## config.mk

```make
export PLATFORM = sky130hd
export DESIGN_NAME = dmem_arbiter
export DESIGN_NICKNAME = d
export VERILOG_FILES = /design/src/rtl/arb_pkg.sv /design/src/rtl/rr_pick.sv /design/src/rtl/dmem_arbiter.sv
export SDC_FILE = /design/constraint.sdc
export NUM_CORES = 1
export LEC_CHECK = 0
export CORE_AREA = 2 2 155 157
export CTS_CLUSTER_DIAMETER = 40
export DETAILED_ROUTE_END_ITERATION = 16
export DIE_AREA = 0 0 157 159
export MAX_ROUTING_LAYER = met4
export PLACE_DENSITY = 0.75
export SYNTH_ARGS = -nofsm -noshare
export SYNTH_HDL_FRONTEND = slang
export SYNTH_SLANG_ARGS = --single-unit
```

## constraint.sdc

```tcl
create_clock -name CLOCK_50 -period 2.3 [get_ports CLOCK_50]
set_clock_uncertainty 0.05 [all_clocks]
set_input_delay 0.575 -clock CLOCK_50 [delete_from_list [all_inputs] [get_ports CLOCK_50]]
set_output_delay 0.575 -clock CLOCK_50 [all_outputs]
set_load 0.02 [all_outputs]
```

## src/rtl/arb_pkg.sv

```systemverilog
// Shared encodings for the data-RAM arbiter: FSM states and port identifiers.
package arb_pkg;

    typedef enum logic [1:0] {
        ST_IDLE   = 2'd0,
        ST_ACCESS = 2'd1,
        ST_RESP   = 2'd2
    } state_t;

    localparam logic PORT_A = 1'b0;
    localparam logic PORT_B = 1'b1;

    function automatic logic other_port(input logic p);
        return ~p;
    endfunction

endpackage

```

## src/rtl/rr_pick.sv

```systemverilog
// Combinational winner select for the data-RAM arbiter: lock retention,
// single-requester pass-through, otherwise round-robin.
module rr_pick
    import arb_pkg::*;
#(
    parameter int MAX_BURST = 4
) (
    input  logic       a_req,
    input  logic       b_req,
    input  logic       rr_ptr,
    input  logic       locked,
    input  logic       owner,
    input  logic [3:0] burst_cnt,
    output logic       winner,
    output logic       burst_expired
);

    localparam logic [3:0] BURST_MAX = 4'(MAX_BURST);

    logic owner_req;
    logic keep_owner;
    logic rr_eff;

    assign owner_req     = (owner == PORT_B) ? b_req : a_req;
    assign keep_owner    = locked && owner_req && (burst_cnt < BURST_MAX);
    assign burst_expired = locked && owner_req && (burst_cnt >= BURST_MAX);

    // An exhausted owner hands the tie-break to the waiting port.
    assign rr_eff = burst_expired ? other_port(owner) : rr_ptr;

    always_comb begin
        winner = rr_eff;
        if (keep_owner)
            winner = owner;
        else if (a_req && !b_req)
            winner = PORT_A;
        else if (b_req && !a_req)
            winner = PORT_B;
    end

endmodule

```

## src/rtl/dmem_arbiter.sv

```systemverilog
// Two-port arbiter in front of the single-port data RAM; each transfer takes a
// fixed IDLE -> ACCESS -> RESP sequence with registered outputs.
//
// state     | meaning
// ST_IDLE   | sample requests, pick winner, launch RAM access
// ST_ACCESS | RAM write/read in progress, capture read data, raise ack
// ST_RESP   | ack high for the owner, requests ignored
module dmem_arbiter
    import arb_pkg::*;
#(
    parameter int IDX_W     = 32,
    parameter int DATA_W    = 32,
    parameter int MAX_BURST = 4
) (
    input  logic              CLOCK_50,
    input  logic              reset,
    input  logic              a_req,
    input  logic              a_we,
    input  logic              a_lock,
    input  logic [IDX_W-1:0]  a_index,
    input  logic [DATA_W-1:0] a_wdata,
    output logic              a_ack,
    output logic [DATA_W-1:0] a_rdata,
    input  logic              b_req,
    input  logic              b_we,
    input  logic              b_lock,
    input  logic [IDX_W-1:0]  b_index,
    input  logic [DATA_W-1:0] b_wdata,
    output logic              b_ack,
    output logic [DATA_W-1:0] b_rdata,
    output logic              mem_wr_en,
    output logic [IDX_W-1:0]  mem_index,
    output logic [DATA_W-1:0] mem_entry,
    input  logic [DATA_W-1:0] mem_entry_out,
    output logic [31:0]       a_grant_cnt,
    output logic [31:0]       b_grant_cnt
);

    state_t      state;
    logic        rr_ptr;
    logic        owner;
    logic        locked;
    logic [3:0]  burst_cnt;

    logic              winner;
    logic              burst_expired;
    logic              win_we;
    logic              win_lock;
    logic [IDX_W-1:0]  win_index;
    logic [DATA_W-1:0] win_wdata;
    logic              locked_eff;
    logic              rr_eff;

    rr_pick #(.MAX_BURST(MAX_BURST)) u_pick (
        .a_req         (a_req),
        .b_req         (b_req),
        .rr_ptr        (rr_ptr),
        .locked        (locked),
        .owner         (owner),
        .burst_cnt     (burst_cnt),
        .winner        (winner),
        .burst_expired (burst_expired)
    );

    assign win_we     = (winner == PORT_B) ? b_we    : a_we;
    assign win_lock   = (winner == PORT_B) ? b_lock  : a_lock;
    assign win_index  = (winner == PORT_B) ? b_index : a_index;
    assign win_wdata  = (winner == PORT_B) ? b_wdata : a_wdata;

    // Expiry ends the current burst before the winner's own lock is applied.
    assign locked_eff = locked && !burst_expired;
    assign rr_eff     = burst_expired ? other_port(owner) : rr_ptr;

    always_ff @(posedge CLOCK_50) begin
        if (reset) begin
            state       <= ST_IDLE;
            rr_ptr      <= PORT_A;
            owner       <= PORT_A;
            locked      <= 1'b0;
            burst_cnt   <= 4'd0;
            a_ack       <= 1'b0;
            b_ack       <= 1'b0;
            mem_wr_en   <= 1'b0;
            mem_index   <= '0;
            mem_entry   <= '0;
            a_rdata     <= '0;
            b_rdata     <= '0;
            a_grant_cnt <= 32'd0;
            b_grant_cnt <= 32'd0;
        end else begin
            case (state)
                ST_IDLE: begin
                    if (a_req || b_req) begin
                        owner     <= winner;
                        mem_index <= win_index;
                        mem_entry <= win_wdata;
                        mem_wr_en <= win_we;
                        if (winner == PORT_B)
                            b_grant_cnt <= b_grant_cnt + 32'd1;
                        else
                            a_grant_cnt <= a_grant_cnt + 32'd1;
                        if (win_lock) begin
                            burst_cnt <= (winner == owner && locked_eff) ? burst_cnt + 4'd1 : 4'd1;
                            locked    <= 1'b1;
                            rr_ptr    <= rr_eff;
                        end else begin
                            burst_cnt <= 4'd0;
                            locked    <= 1'b0;
                            rr_ptr    <= other_port(winner);
                        end
                        state <= ST_ACCESS;
                    end
                end
                ST_ACCESS: begin
                    mem_wr_en <= 1'b0;
                    if (owner == PORT_B) begin
                        b_ack <= 1'b1;
                        if (!mem_wr_en)
                            b_rdata <= mem_entry_out;
                    end else begin
                        a_ack <= 1'b1;
                        if (!mem_wr_en)
                            a_rdata <= mem_entry_out;
                    end
                    state <= ST_RESP;
                end
                ST_RESP: begin
                    a_ack <= 1'b0;
                    b_ack <= 1'b0;
                    state <= ST_IDLE;
                end
                default: state <= ST_IDLE;
            endcase
        end
    end

endmodule
```

==> run summary <==
• biggest area consumer among synthesized cells: sky130_fd_sc_hd__dfxtp_1
• maximum count of clock buffers along a single path: 3
• number of distinct standard cells referenced by the synthesized netlist: 47
• DR vias: 8830
• net count after synthesis: 1183
• vias per std cell: 5.069
• pin count of the biggest net entering global routing: 66
• core region area: 23190 µm²
• worst reg2reg endpoint: a_grant_cnt[25]
• Max-cap violations: 0
• fraction of power consumed by the clock network: 46.3%
• main area contributors after synthesis: sky130_fd_sc_hd__dfxtp_1 (47%), sky130_fd_sc_hd__mux2i_1 (7.7%), sky130_fd_sc_hd__nand2_1 (6.6%)
• dominant synthesized flop cell: sky130_fd_sc_hd__dfxtp_1
• capture point of the worst path: a_grant_cnt[15]
• aggregate routed wire length: 28230 µm
• Antenna diodes: 0
• post-synthesis register bit count: 204
• DRC violations left: 0
• worst flop-to-flop path startpoint: burst_cnt[3]
• classification of the worst-slack hold path: in2reg
• design internal power: 7.795 mW
• row count: 56
• Worst Path Buf+Inv: 1
• starting utilization of the core area: 37.79%
• Die Outline Area: 24960 µm²
• arrival time worst endpoint: 1630 ps
• worst reg2reg path depth: 6
• crit path max-delay cell type: sky130_fd_sc_hd__clkdlybuf4s50_1
• count of endpoints failing setup in the final report: 0
• count of flip-flops with a built-in enable after synthesis: 0
• post-route worst hold slack: 343.5 ps
• routability-driven placement congestion ratio: 0.8340
• final critical-path required period: 2251 ps
• worst setup path category: reg2out
• DP Worst Slack: -455.9 ps
• Max Transition Viols Final: 0
• net switching power: 2.856 mW
• antenna violation net count after detailed routing: 0
• utilization after layout: 61.49%
• layout cell share with drive strength beyond 1: 10.05%
• TritonCTS clock tree: yes
• family with the most delay on the worst path: buffers and inverters
• CP peak stage delay: 650 ps
• number of buffers inserted during clock tree synthesis: 31
• starting DRC count in detailed routing: 484
• Final WS setup: 49.03 ps
• power share of the sequential group: 36.3%
• CTS Sinks: 204
• relative slew slack: 63.06%
• die extent in y: 159 µm
• net count reported at finish: 1571
• CP Capture Type: output pin
• total iterations of the first detailed-routing run: 5
• IR Drop Worst-Case VDD: 0.4194 mV
• synthesized instance count: 1012
• buffers added on ports: 362
• H-Tree Depth: 1
• Synth async-reset ratio: 0%
• post-detailed-placement half-perimeter wirelength: 20420 µm
• number of hold violations in the final report: 0
• outcome: finished, final reports clean
• proportion of synthesized chip area in sequential cells: 46.60%
• Clock Latency Late Sink: 540 ps
• IO Count: 363
• number of stages on the worst setup path: 1
• Worst setup startpoint: a_grant_cnt[15]
• mapped cell area: 8763 µm²
• endpoint required time on the critical path: 1670 ps
• FMAX: 444.3 MHz
• part of the cycle the worst path needs: 97.87%
• list of cells traversed by the critical path: clkdlybuf4s50_1
• crit path launch type: flop
• initial antenna violation count: 0
• postcts setup bufs: 0
• total global routing overflow: 0
• total routing usage reported by global routing: 22.11%
• count of yosys warnings during synthesis: 0
• internal reg-to-reg setup slack: 80 ps
• fraction of post-synthesis cell area in the top cell type by area: 46.60%
• Logic pwr share: 17.4%
• Area growth, synth to finish: 62.74%
• average instance area after synthesis: 8.659 µm²
• largest driver fanout on the critical path: 5
• Leakage: 5.450 nW
• power per cell area: 746.8 nW/µm²
• Clk pin slew, worst setup/hold paths: 60 ps
• wire length of the first global-routing pass: 43810 µm
• root buffer cell: sky130_fd_sc_hd__clkbuf_16
• switch share: 26.81%
• vias in the first global route: 8517
• Worst Tran Pin Value: 540.1 ps
• DR WL/cell: 16.21 µm
• width of the chip: 157 µm
## per-stage QoR
| stage | std cells | power [mW] | setup TNS [ps] | instance area (µm²) |
|---|---|---|---|---|
| 2_1_floorplan | 1012 | 4.817 | 0 | 8768 |
| 3_3_place_gp | 1686 | 5.771 | -34080 | 13120 |
| 3_5_place_dp | 1686 | 5.797 | -33070 | 13120 |
| 4_1_cts | 1742 | 10.76 | 0 | 14220 |
| 5_1_grt | 1742 | 11.06 | -17.21 | 14260 |
| 6_report | 1742 | 10.65 | 0 | 14260 |
## state kept, by name, indices dropped and copies added, names as in the netlist, 2 cells and up
signal / cells
a_grant_cnt: 32
a_rdata: 32
b_grant_cnt: 32
b_rdata: 32
mem_entry: 32
mem_index: 32
burst_cnt: 4
state: 2
## worst min-delay path by stage
| stage | from | end | cells after the start |
|---|---|---|---|
| after CTS | reset | a_grant_cnt[14] | 2 |
| after global placement | a_rdata[16] | a_rdata[16] | 2 |
| after floorplan | burst_cnt[1] | burst_cnt[1] | 2 |
| after detailed placement | b_rdata[11] | b_rdata[11] | 2 |
| after global routing | reset | state[0] | 2 |
| final | reset | a_grant_cnt[14] | 2 |
## power groups by stage
stage	logic, mW	clock network, mW	registers (mW)
after floorplan	0.646	0	4.17
after global placement	1.84	0	3.93
after detailed placement	1.86	0	3.94
after CTS	1.87	5.02	3.87
after global routing	2.00	5.17	3.89
final	1.86	4.93	3.86
## metal layers
| metal | global-route usage (%) | share of wire (%) |
|---|---|---|
| met1 | 25.87 | 41 |
| met2 | 36.62 | 48 |
| met3 | 5.988 | 8.0 |
| met4 | 7.256 | 3.2 |
| met5 | - | 0 |
## logic make-up after synthesis
kind of cell	after synthesis	synth area share, %
buffers and inverters	86	4.126
XOR/XNOR	37	3.698
adder cells (fa/ha/maj)	3	0.4284
multiplexers	67	7.653
flip-flops	204	46.60
AND/OR/NAND/NOR	397	21.57
AO/OA/AOI/OAI	218	15.92
## timing repair
| item | in CTS | in global routing |
|---|---|---|
| gates resized for setup | 5 | 14 |
| hold endpoints to repair | 0 | 0 |
| endpoints found under the setup margin | 5 | 27 |
| hold buffers | 0 | 0 |
## cells in the mapped netlist, types with 2 or more instances
master,n
sky130_fd_sc_hd__a2111oi_0,4
sky130_fd_sc_hd__a211oi_1,71
sky130_fd_sc_hd__a21oi_1,101
sky130_fd_sc_hd__and2_1,11
sky130_fd_sc_hd__and3_1,5
sky130_fd_sc_hd__and4_1,15
sky130_fd_sc_hd__buf_1,3
sky130_fd_sc_hd__buf_2,6
sky130_fd_sc_hd__buf_4,4
sky130_fd_sc_hd__buf_6,2
sky130_fd_sc_hd__clkbuf_1,65
sky130_fd_sc_hd__dfxtp_1,204
sky130_fd_sc_hd__ha_1,3
sky130_fd_sc_hd__inv_1,5
sky130_fd_sc_hd__mux2i_1,67
sky130_fd_sc_hd__nand2_1,153
sky130_fd_sc_hd__nand3_1,18
sky130_fd_sc_hd__nand3b_1,3
sky130_fd_sc_hd__nand4_1,17
sky130_fd_sc_hd__nor2_1,111
sky130_fd_sc_hd__nor2b_1,2
sky130_fd_sc_hd__nor3_1,5
sky130_fd_sc_hd__nor3b_1,5
sky130_fd_sc_hd__nor4_1,11
sky130_fd_sc_hd__nor4b_1,6
sky130_fd_sc_hd__o211ai_1,3
sky130_fd_sc_hd__o21ai_0,7
sky130_fd_sc_hd__o31ai_1,18
sky130_fd_sc_hd__o32ai_1,2
sky130_fd_sc_hd__o41ai_1,4
sky130_fd_sc_hd__or3_1,11
sky130_fd_sc_hd__or4_1,18
sky130_fd_sc_hd__or4b_2,3
sky130_fd_sc_hd__xnor2_1,34
sky130_fd_sc_hd__xor2_1,3
## layout by cell type, fill, tap and decap left out, types with 4 or more instances in the layout
| cell type | n |
|---|---|
| sky130_fd_sc_hd__o31ai_1 | 18 |
| sky130_fd_sc_hd__nand4_1 | 17 |
| sky130_fd_sc_hd__or4_1 | 18 |
| sky130_fd_sc_hd__bufinv_16 | 5 |
| sky130_fd_sc_hd__nor4b_1 | 6 |
| sky130_fd_sc_hd__o41ai_1 | 4 |
| sky130_fd_sc_hd__nor3b_1 | 4 |
| sky130_fd_sc_hd__nand3_1 | 18 |
| sky130_fd_sc_hd__clkinvlp_4 | 5 |
| sky130_fd_sc_hd__inv_6 | 5 |
| sky130_fd_sc_hd__and3_1 | 5 |
| sky130_fd_sc_hd__or3_1 | 11 |
| sky130_fd_sc_hd__a211oi_1 | 71 |
| sky130_fd_sc_hd__nand2_1 | 153 |
| sky130_fd_sc_hd__buf_12 | 8 |
| sky130_fd_sc_hd__dlygate4sd2_1 | 5 |
| sky130_fd_sc_hd__clkdlybuf4s50_1 | 346 |
| sky130_fd_sc_hd__mux2i_1 | 67 |
| sky130_fd_sc_hd__and2_1 | 10 |
| sky130_fd_sc_hd__clkbuf_16 | 31 |
| sky130_fd_sc_hd__inv_1 | 5 |
| sky130_fd_sc_hd__nor4_1 | 11 |
| sky130_fd_sc_hd__xnor2_1 | 34 |
| sky130_fd_sc_hd__inv_8 | 4 |
| sky130_fd_sc_hd__nor2_1 | 111 |
| sky130_fd_sc_hd__and4_1 | 14 |
| sky130_fd_sc_hd__a21oi_1 | 100 |
| sky130_fd_sc_hd__dfxtp_1 | 204 |
| sky130_fd_sc_hd__buf_4 | 66 |
| sky130_fd_sc_hd__dlymetal6s2s_1 | 10 |
| sky130_fd_sc_hd__o21ai_0 | 7 |
| sky130_fd_sc_hd__a2111oi_0 | 4 |
## layout make-up
class	count	area [µm²]
repair buffers	436	4299
clock buffers	32	789.5
inverters	5	18.77
clock inverters	24	312.8
fillers	1988	8931
well taps	319	399.1
flip-flops and latches	204	4084
multi-input cells	722	4358
Note: power is estimated with default switching activity, not from simulation.
